--- src/rtl/stream_fifo_fallthrough_pkg.sv ---
// Shared sizing helper for the stream FIFOs.
// Pointer width is clog2 of the depth, never less than one bit.
package stream_fifo_fallthrough_pkg;

    function automatic int ptr_width(input int depth);
        return (depth > 1) ? $clog2(depth) : 1;
    endfunction

endpackage

--- src/rtl/stream_fifo_fallthrough.sv ---
// Valid/ready FIFO with first-word fall-through: an empty FIFO forwards w_data_i to r_data_o combinationally.
// Latency 0 when empty, else strict FIFO order; w_ready_o depends only on occupancy (no r_ready_i path).
// Optional STREAM_FIFO_FALLTHROUGH_LEVEL_EN adds level_o (registered occupancy) and occupancy assertions.
module stream_fifo_fallthrough
    import stream_fifo_fallthrough_pkg::*;
#(
    parameter int DATA_WIDTH = 32,
    parameter int FIFO_DEPTH = 4
) (
    input  logic                  clk,
    input  logic                  rst_n,
    output logic                  w_ready_o,
    input  logic                  w_valid_i,
    input  logic [DATA_WIDTH-1:0] w_data_i,
    output logic                  r_valid_o,
    input  logic                  r_ready_i,
    output logic [DATA_WIDTH-1:0] r_data_o
`ifdef STREAM_FIFO_FALLTHROUGH_LEVEL_EN
    ,
    output logic [$clog2(FIFO_DEPTH+1)-1:0] level_o
`endif
);

    localparam int PTR_W = ptr_width(FIFO_DEPTH);
    localparam int CNT_W = $clog2(FIFO_DEPTH + 1);
    localparam logic [PTR_W-1:0] PTR_LAST = PTR_W'(FIFO_DEPTH - 1);
    localparam logic [CNT_W-1:0] DEPTH_C  = CNT_W'(FIFO_DEPTH);

    logic [DATA_WIDTH-1:0] mem_q [FIFO_DEPTH];
    logic [PTR_W-1:0]      wr_ptr_q, wr_ptr_d;
    logic [PTR_W-1:0]      rd_ptr_q, rd_ptr_d;
    logic [CNT_W-1:0]      count_q, count_d;

    logic empty, full, w_fire, r_fire, bypass, store, pop;

    function automatic logic [PTR_W-1:0] ptr_inc(input logic [PTR_W-1:0] p);
        return (p == PTR_LAST) ? '0 : p + 1'b1;
    endfunction

    assign empty     = (count_q == '0);
    assign full      = (count_q == DEPTH_C);
    assign w_ready_o = !full;
    assign r_valid_o = !empty | w_valid_i;
    assign r_data_o  = empty ? w_data_i : mem_q[rd_ptr_q];

    assign w_fire = w_valid_i & w_ready_o;
    assign r_fire = r_valid_o & r_ready_i;
    // A beat consumed in the same cycle it arrives at an empty FIFO never touches storage.
    assign bypass = empty & w_fire & r_ready_i;
    assign store  = w_fire & !bypass;
    assign pop    = r_fire & !empty;

    always_comb begin
        wr_ptr_d = store ? ptr_inc(wr_ptr_q) : wr_ptr_q;
        rd_ptr_d = pop   ? ptr_inc(rd_ptr_q) : rd_ptr_q;
        count_d  = count_q;
        case ({store, pop})
            2'b10:   count_d = count_q + CNT_W'(1);
            2'b01:   count_d = count_q - CNT_W'(1);
            default: count_d = count_q;
        endcase
    end

    always_ff @(posedge clk or negedge rst_n) begin
        if (!rst_n) begin
            wr_ptr_q <= '0;
            rd_ptr_q <= '0;
            count_q  <= '0;
        end else begin
            wr_ptr_q <= wr_ptr_d;
            rd_ptr_q <= rd_ptr_d;
            count_q  <= count_d;
        end
    end

    always_ff @(posedge clk) begin
        if (store) begin
            mem_q[wr_ptr_q] <= w_data_i;
        end
    end

`ifdef STREAM_FIFO_FALLTHROUGH_LEVEL_EN
    assign level_o = count_q;

    always_ff @(posedge clk) begin
        if (rst_n) begin
            assert (!(store && full));
            assert (!(pop && empty));
            assert (count_q <= DEPTH_C);
        end
    end
`endif

endmodule

--- config.mk ---
export PLATFORM = sky130hd
export DESIGN_NAME = stream_fifo_fallthrough
export DESIGN_NICKNAME = d
export VERILOG_FILES = /design/src/rtl/stream_fifo_fallthrough_pkg.sv /design/src/rtl/stream_fifo_fallthrough.sv
export SDC_FILE = /design/constraint.sdc
export NUM_CORES = 1
export LEC_CHECK = 0
export ABC_AREA = 0
export CORE_ASPECT_RATIO = 1.75
export CORE_UTILIZATION = 45
export CTS_BUF_LIST = sky130_fd_sc_hd__clkbuf_8
export DETAILED_ROUTE_END_ITERATION = 8
export PLACE_DENSITY = 0.7
export SLEW_MARGIN = 20
export SYNTH_ARGS = -nofsm -noshare
export SYNTH_HDL_FRONTEND = slang
export SYNTH_SLANG_ARGS = --single-unit
--- constraint.sdc ---
create_clock -name clk -period 1.95 [get_ports clk]
set_input_delay 0.39 -clock clk [delete_from_list [all_inputs] [get_ports clk]]
set_output_delay 0.39 -clock clk [all_outputs]
set_load 0.1 [all_outputs]
==> flow_metrics.tcl, run 1 <==
set metrics [dict create \
    slew_viol_final 0 \
    dr_total_vias 2688 \
    critPathRequiredTime_ps 1560 \
    antenna_cells 0 \
    layout-area-overhead-vs-synth_pct 36.6 \
    wl_met1_mm 3.74 \
    final_area_um2 7480 \
    grt_pass1_vias 2920 \
    finalCritPeriodShare_pct 129 \
    cts_root_buf "clkbuf_8" \
    yosysTopAreaCell "edfxtp_1" \
    worst_slack_ps -556 \
    tightest_slew_ps 346 \
    clock_skew_ps 8.03 \
    synth.area.top_cells "edfxtp_1, mux4_2, mux2_2, dfrtp_1, mux4_1" \
    core_area_um2 11900 \
    place.gp.congestion 0.709 \
    yosysSeqAreaShare_pct 73.4 \
    insertion_delay_ps 440 \
    synth-async-reset-ratio_pct 5.19 \
    cts_buffers 17 \
    io_buffers 69 \
    die_h_um 148 \
    met2WireLength_mm 5.58 \
    cap_violations 0 \
    top_layer "met4" \
    status "finished with violations" \
    drtIter0Drc 146 \
    cp.arrival_ps 2120 \
    synthCells 244 \
    avgRoutedWirePerCell_um 20.1 \
    netlist_area_um2 5480 \
    start_util_pct 45.9 \
    syn_avg_cell_area_um2 22.4 \
    met3_length_um 395 \
    grt_usage_pct 17.8 \
    rows 53 \
    worstReg2RegStart "count_q[2]$_DFFE_PN0P_" \
    firstDrtPassIters 4 \
    htreeDepth 4 \
    startpoint_type "register" \
    synthFlopType "edfxtp_1" \
    clkSlewWorstSetupHoldPaths_ps 70 \
    cts_tree "done" \
    ys_warn_count 0 \
    crit_fanout 15 \
    max_slew_margin_pct 76.9 \
    place_area_um2 6980 \
    synth_commonest_cells "edfxtp_1, mux2_2, mux4_2, dfrtp_1" \
    drc 0 \
    setup_viol 33 \
    cts.sinks 135 \
    dieArea_um2 12600 \
    grt_max_degree 27 \
    crit_start "rd_ptr_q[0]$_DFFE_PN0P_" \
    die_w_um 85.4 \
    io_pins 70 \
    hold_path.class "in2async" \
    synth_top_cell_area_share_pct 70.2 \
    antenna_found_initial 0 \
    detail-route-antenna-nets 0 \
    crit_path_end_kind "primary output" \
    fmax_ghz 0.399 \
    crit_type "reg2out" \
    drive_above_1_share_pct 47.8 \
    dp_hpwl_mm 6.52 \
    ys_types 22 \
    yosysMostFrequentCell "edfxtp_1" \
    violations "setup timing" \
    final_util_pct 62.7 \
    grt_first_pass_wirelength_mm 16.0 \
    ctsHoldBuffers 0 \
    synth_seq_cells 135 \
    grt_overflow_total 0 \
    synth_edf_count 128 \
    nNetsFinal 390 \
    wirelength_mm 9.98 \
    period_minus_slack_ps 2510 \
    vias_per_cell 5.41 \
    cts_buffer_depth 2 \
    synth_nets 287 \
    rsz0062_at_grt "true" \
    finalHoldViolations 0 \
]
==> critical path, stage by stage, from the launching register on <==
cell and delay (ps):
dfrtp_2 440, buf_12 200, mux4_2 570, mux2_4 310, buf_12 170
==> layer usage <==
layer | vias up | track usage, %
met5 | - | 0
met4 | 0 | 8.50
met3 | 17 | 4.36
met2 | 75 | 31.2
met1 | 1384 | 20.4
li1 | 1212 | -
==> final timing paths <==
path | end | slack (ps) | cells past startpoint
setup / recovery | r_data_o[16] | -560 | 4
hold / removal | rd_ptr_q[1]$_DFFE_PN0P_ | 220 | 1
setup reg to reg | count_q[2]$_DFFE_PN0P_ | 30 | 10
hold reg to reg | wr_ptr_q[1]$_DFFE_PN0P_ | 610 | 1
max in group asynchronous | rd_ptr_q[0]$_DFFE_PN0P_ | 1460 | 1
min in group clk | mem_q[2][0]$_DFFE_PP_ | 600 | 1
==> area by class of cell <==
type                    count  area, um^2
fillers                   828        4450
multi-input cells          92        1470
repair buffers             95        1370
well taps                 137         171
clock inverters            15         194
flip-flops and latches    135        4020
inverters                   6        22.5
clock buffers              17         234
==> timing repair <==
action / in CTS / in global routing
pin swaps: 2 / 0
gates resized for setup: 15 / 2
setup buffers: 6 / 0
setup endpoints to repair: 34 / 34
==> metrics by stage <==
stage	hold WS [ps]	setup WS, ps	TNS (ps)	instances
4_1_cts	216	-588	-17070	497
5_1_grt	223	-617	-18550	497
3_3_place_gp	563	-287	-2590	459
3_5_place_dp	585	-388	-9030	459
2_1_floorplan	94.4	-46.0	-92.0	244
6_report	216	-556	-15890	497
==> cells in the final DEF, fill, tap and decap left out <==
cell,instances
nor2b_1,1
ha_2,1
clkbuf_8,17
mux2i_1,1
clkinvlp_4,1
clkinv_4,6
clkdlybuf4s50_1,35
o31a_1,1
nand2b_2,1
dfrtp_1,5
nor2_1,3
bufinv_16,3
mux2_4,30
buf_12,45
xnor2_1,1
edfxtp_1,128
ha_1,5
buf_4,13
nand3_1,1
and2_2,4
xor2_1,2
inv_1,5
mux4_2,32
fa_2,1
inv_6,5
dfrtp_2,2
mux2_2,6
nor2_2,1
nor3_4,1
inv_2,1
buf_6,2
==> registers in the layout (all words and copies together), names as in the netlist <==
| signal | cells |
|---|---|
| mem_q | 128 |
| wr_ptr_q | 2 |
| rd_ptr_q | 2 |
| count_q | 3 |
==> kinds of logic (layout without fill, tap and decap cells) <==
| group | Yosys count | in the layout | synth area share, % |
|---|---|---|---|
| muxes | 69 | 69 | 21.0 |
| DFF | 135 | 135 | 73.4 |
| and+or+nand+nor | 12 | 12 | 1.23 |
| adders and majority gates | 7 | 7 | 1.74 |
| AOI/OAI and AO/OA | 1 | 1 | 0.160 |
| buffers and inverters | 17 | 133 | 1.99 |
| xor gates and xnor gates | 3 | 3 | 0.480 |
Power of run 1 is not shown: default switching activity piles up to over one toggle a cycle in this logic, so the estimate is an artifact.
==> run 2: changes to the inputs <==
--- a/config.mk
+++ b/config.mk
@@ -11,7 +11,7 @@
 export CTS_BUF_LIST = sky130_fd_sc_hd__clkbuf_8
 export DETAILED_ROUTE_END_ITERATION = 8
 export PLACE_DENSITY = 0.7
-export SLEW_MARGIN = 20
+export SLEW_MARGIN = 5
 export SYNTH_ARGS = -nofsm -noshare
 export SYNTH_HDL_FRONTEND = slang
 export SYNTH_SLANG_ARGS = --single-unit
==> results of run 2 <==
Same layout as run 1: the final DEF is identical, and so are final timing and power.
Power of run 2 is left out for the same reason.
